==> src/rtl/mult_display_ctrl.sv <==
// mult_display_ctrl: sequences signed multiply, BCD conversion, load and bounded scroll of the digit register.
module mult_display_ctrl #(
    parameter int WIDTH      = 8,
    parameter int BCD_DIGITS = 5,
    parameter int WINDOW     = 4
) (
    input  logic                    clk,
    input  logic                    rst,
    input  logic                    start,
    input  logic [WIDTH-1:0]        a_in,
    input  logic [WIDTH-1:0]        b_in,
    input  logic                    btn_left,
    input  logic                    btn_right,
    input  logic                    mul_done,
    input  logic [2*WIDTH-1:0]      mul_product,
    input  logic [4*BCD_DIGITS-1:0] bcd_in,
    output logic [WIDTH-1:0]        mag_a,
    output logic [WIDTH-1:0]        mag_b,
    output logic                    mul_start,
    output logic [2*WIDTH-1:0]      bin_out,
    output logic                    sr_load,
    output logic                    sr_en,
    output logic                    sr_dir,
    output logic                    neg,
    output logic [2:0]              scroll_pos,
    output logic                    busy,
    output logic                    valid
);
    localparam logic [2:0] IDLE = 3'd0;
    localparam logic [2:0] MUL  = 3'd1;
    localparam logic [2:0] WAIT = 3'd2;
    localparam logic [2:0] CONV = 3'd3;
    localparam logic [2:0] LOAD = 3'd4;
    localparam logic [2:0] SHOW = 3'd5;
    localparam logic [2:0] MAX_POS = 3'(BCD_DIGITS - WINDOW);

    logic [2:0] state, nxt;
    logic       s, take, go_left, go_right;

    assign take     = start && (state == IDLE || state == SHOW);
    assign go_left  = state == SHOW && !start && btn_left && !btn_right && scroll_pos < MAX_POS;
    assign go_right = state == SHOW && !start && btn_right && !btn_left && scroll_pos != 3'd0;

    // mul_done is only looked at in WAIT, so a stuck-high flag still costs one WAIT cycle
    always_comb begin
        nxt = take ? MUL :
              state == MUL  ? WAIT :
              state == WAIT ? (mul_done ? CONV : WAIT) :
              state == CONV ? LOAD :
              state == LOAD ? SHOW :
              state == SHOW ? SHOW : IDLE;
    end

    // every output is registered off the next state so nothing reaches an output combinationally
    always_ff @(posedge clk or negedge rst) begin
        if (!rst) begin
            state      <= IDLE;
            mag_a      <= '0;
            mag_b      <= '0;
            s          <= 1'b0;
            bin_out    <= '0;
            neg        <= 1'b0;
            scroll_pos <= '0;
            mul_start  <= 1'b0;
            sr_load    <= 1'b0;
            sr_en      <= 1'b0;
            sr_dir     <= 1'b0;
            busy       <= 1'b0;
            valid      <= 1'b0;
        end else begin
            state     <= nxt;
            mul_start <= nxt == MUL;
            sr_load   <= nxt == LOAD;
            busy      <= nxt == MUL || nxt == WAIT || nxt == CONV || nxt == LOAD;
            valid     <= nxt == SHOW;
            sr_en     <= go_left || go_right;
            sr_dir    <= go_right;
            if (take) begin
                mag_a <= a_in[WIDTH-1] ? WIDTH'(-a_in) : a_in;
                mag_b <= b_in[WIDTH-1] ? WIDTH'(-b_in) : b_in;
                s     <= a_in[WIDTH-1] ^ b_in[WIDTH-1];
            end
            if (state == WAIT && mul_done) begin
                bin_out <= mul_product;
                neg     <= s && mul_product != '0;
            end
            if (state == LOAD)
                scroll_pos <= '0;
            else if (go_left)
                scroll_pos <= scroll_pos + 3'd1;
            else if (go_right)
                scroll_pos <= scroll_pos - 3'd1;
        end
    end
endmodule
==> config.mk <==
export PLATFORM = sky130hd
export DESIGN_NAME = mult_display_ctrl
export DESIGN_NICKNAME = d
export VERILOG_FILES = /design/src/rtl/mult_display_ctrl.sv
export SDC_FILE = /design/constraint.sdc
export NUM_CORES = 1
export LEC_CHECK = 0
export BUFFER_PORTS_ARGS = -buffer_cell sky130_fd_sc_hd__buf_2
export CORE_MARGIN = 2
export CORE_UTILIZATION = 35
export CTS_CLUSTER_SIZE = 28
export DETAILED_ROUTE_END_ITERATION = 16
export HOLD_SLACK_MARGIN = 0.12
export PLACE_DENSITY = 0.62
export SLEW_MARGIN = 15
export SYNTH_ARGS = -nofsm -noshare
export SYNTH_HDL_FRONTEND = slang
export SYNTH_SLANG_ARGS = --single-unit
export TNS_END_PERCENT = 20
==> constraint.sdc <==
create_clock -name clk -period 3.6 [get_ports clk]
set_input_delay 0.18 -clock clk [delete_from_list [all_inputs] [get_ports clk]]
set_output_delay 0.18 -clock clk [all_outputs]
set_load 0.05 [all_outputs]
==> results.txt <==
STA classifies the critical path endpoint as a flip-flop. The post-synthesis register bit count was 46. Summing all multi-input logic gate instances after layout gives 911 µm². The tools report the buffer type at the clock tree root as clkbuf_8. The run gives 2 as the buffer levels on the longest clock path. For this run, design rule violations remaining after detail routing come to 0. The critical setup path kind was flip-flop to flip-flop. Across the routed clock network, the largest skew measured is 5.30 ps. When the netlist entered floorplanning its net count stood at 254.

After synthesis, the cell types taking the most area are dfrtp_1, mux2_2, buf_6. TritonCTS built the clock tree. The tools report the accumulated negative setup slack as 0 ps.

Entering global routing, the biggest net connects 47 pins. The flow ran to the end, and the final reports show no timing, DRC or antenna violations. 0 antenna diodes ended up in the layout. Counting cells, the worst reg-to-reg path comes to 2. In this run, synthesis inferred 0 flip-flops with an integrated enable. After filler insertion, the fill cell instance count of the layout stands at 599.

During synthesis, Yosys emitted a total of 0 warnings. The proportion of synthesized chip area in sequential cells is 0.526, and the routability-driven placement congestion ratio is 0.750. For this design, the sink count on the clock tree is 46.

The clock-pin slew of the registers on the worst-case setup and hold paths was 80 ps. dfrtp_1 takes more of the synthesized area than any other cell. Relative to the synthesized area, the layout overhead comes to 24.2%. Pin placement for this block handled 100 I/O pins.

Using the TritonRoute via totals, the vias-per-cell ratio works out to 4.71. The tightest slew margin relative to the limit is 0.322, and the number of port buffers is 79. The logs give 126 ps for the final hold slack and 1150 µm² for the area occupied by registers.

Leaving out fill and tap cells, the most frequent cell in the layout is buf_2. Detailed placement ended at an HPWL of 3.15 mm. VDD sags by at most 0.471 mV. Row generation in the floorplan step produced 28 rows.

The die is 83.1 µm tall. The largest fanout on the critical path was 19; the areal power density over the cells was 961 nW/µm². The number of hold violations in the final report is 0, and the final critical path time including I/O delays and setup is 1680 ps.

The initial cell density of the core is 0.365, and the proportion of netlist area held by the largest area contributor is 0.526. The average wire length per cell after detail routing is 12.3 µm, and the slew of the pin with the lowest slew margin is 1020 ps. The first global-routing pass estimated 7.67 mm of wire. The number of slew-limit violations in the final report is 0, and the required time of the critical path is 3780 ps.

Setup repair after global routing left no endpoint under its margin. The logs give 0 for the total of endpoints with negative setup slack in the final report and 4 for the length of the first detailed-routing pass in iterations. For this design the static power due to leakage is 1.37 nW.

The core box area came out at 5990 µm². The leftover overflow at the end of global routing is 0, and the share of flip-flops with an asynchronous set or reset is 1.00. In this run, distinct cell masters in the synthesized netlist total 36.

The fraction of layout cells with a size suffix above 1 was 0.403; the ratio of final minimum period to clock period was 0.467. The H-tree generated during clock tree synthesis spans 2 levels. In this run the mean area of a mapped cell was 11.5 µm². Counting every instance in the synthesized netlist gives 191. The initial antenna violation count came out at 0. The max-capacitance violation count was 0; the global routing usage summed across all routing layers was 0.134.

The buffer count from post-CTS setup fixing is 0. The arrival time at the worst endpoint was 1860 ps. The tools report the kind of start point of the critical path as a flip-flop. For the worst-skew pair, the clock arrives at the later sink with an insertion delay of 290 ps.

Most used flip-flop cell after synthesis: dfrtp_1. Number of clock buffers inserted by TritonCTS: 5. The die is 83.1 µm wide. The detailed router finished its first iteration with 64 violations.

The die covers 6900 µm². The run gives 1640 as the via count. In the layout the commonest cells are buf_2, dfrtp_1, nand2_1. The routed design has 4.27 mm of wire.

The cell area that synthesis handed to floorplanning was 2190 µm². The tightest min-delay check is of the input pin to flip-flop type. The maximum clock rate is 595 MHz, and the number of cells on the worst hold path is 2. The number of nets in the final layout was 336; the number of routed nets with antenna violations was 0. The number of global-route vias before repair is 1642, and the post-CTS resize count is 0.
[sequential cells by signal, indices dropped and copies added (netlist names), 3 cells and up]
register    flops
mag_a           8
scroll_pos      3
mag_b           8
state           3
bin_out        16
[through the flow]
| stage | worst slack, ps | std cells | instance area [µm²] | utilization | total power, mW |
|---|---|---|---|---|---|
| final | 1920 | 348 | 2720 | 0.454 | 2.61 |
| after global routing | 1830 | 348 | 2720 | 0.454 | 2.79 |
| after CTS | 1920 | 347 | 2710 | 0.452 | 2.65 |
| after detailed placement | 1930 | 337 | 2600 | 0.434 | 2.34 |
| after global placement | 1920 | 337 | 2600 | 0.434 | 2.32 |
| after floorplan | 1880 | 191 | 2190 | - | 2.06 |
[Yosys cell counts, drive strengths merged (2+ instances only)]
cell and n:
buf 7, clkbuf 2, dfrtp 46, ha 5
inv 11, mux2 16, mux2i 5, nand2 20
nand2b 3, nand3 4, nor2 7, nor2b 3
nor3 2, nor4 4, o21a 2, o21ai 24
o31ai 3, or3 2, xnor2 5, xor2 8
[final cells by class]
class                           count  share of cell area
Clock buffer                        5              0.0253
Tap cell                           75              0.0345
Clock inverter                      2             0.00368
Inverter                           11              0.0152
Timing Repair Buffer               84               0.163
Sequential cell                    46               0.423
Multi-Input combinational cell    125               0.335
[path summary, 6_finish.rpt]
check,startpoint,end,slack [ps]
worst max-delay path,state[0]$_DFF_PN0_,bin_out[3]$_DFFE_PN0P_,1920
worst min-delay path,start,valid$_DFF_PN0_,130
worst max register to register,state[0]$_DFF_PN0_,bin_out[3]$_DFFE_PN0P_,1920
worst min register to register,mag_a[2]$_DFFE_PN0P_,mag_a[2]$_DFFE_PN0P_,480
max in group asynchronous,rst,scroll_pos[2]$_DFFE_PN0P_,2370
min in group asynchronous,rst,bin_out[10]$_DFFE_PN0P_,600
[worst max-delay path, stage by stage, from the launching register on]
cell      delay [ps]
dfrtp_1          490
and4bb_2         680
mux2_2           390
[timing repair]
item,in CTS,in global routing
hold endpoints to repair,48,1
setup endpoints to repair,0,0
hold buffers,3,1
[cell families (layout without fill, tap and decap cells)]
logic type,after synthesis,in the layout,synth area share
and+or+nand+nor,53,53,0.126
DFF,46,46,0.526
AOI/OAI and AO/OA,33,33,0.101
muxes,21,21,0.109
buffers and inverters,20,102,0.0583
xor gates and xnor gates,13,13,0.0520
adders and majority gates,5,5,0.0286
[where the power goes]
| group | total, mW | switching [mW] | internal (mW) |
|---|---|---|---|
| Sequential | 0.873 | 0.132 | 0.741 |
| Clock | 0.299 | 0.168 | 0.131 |
| Combinational | 1.44 | 1.05 | 0.389 |
| Total | 2.61 | 1.35 | 1.26 |
[routing by layer]
metal	share of wire	vias up	global-route usage
li1	-	816	-
met2	0.45	54	0.213
met3	0.062	4	0.0378
met4	0.0094	0	0.0402
met1	0.48	766	0.178
met5	0	-	0
(Power assumes the default switching activity.)
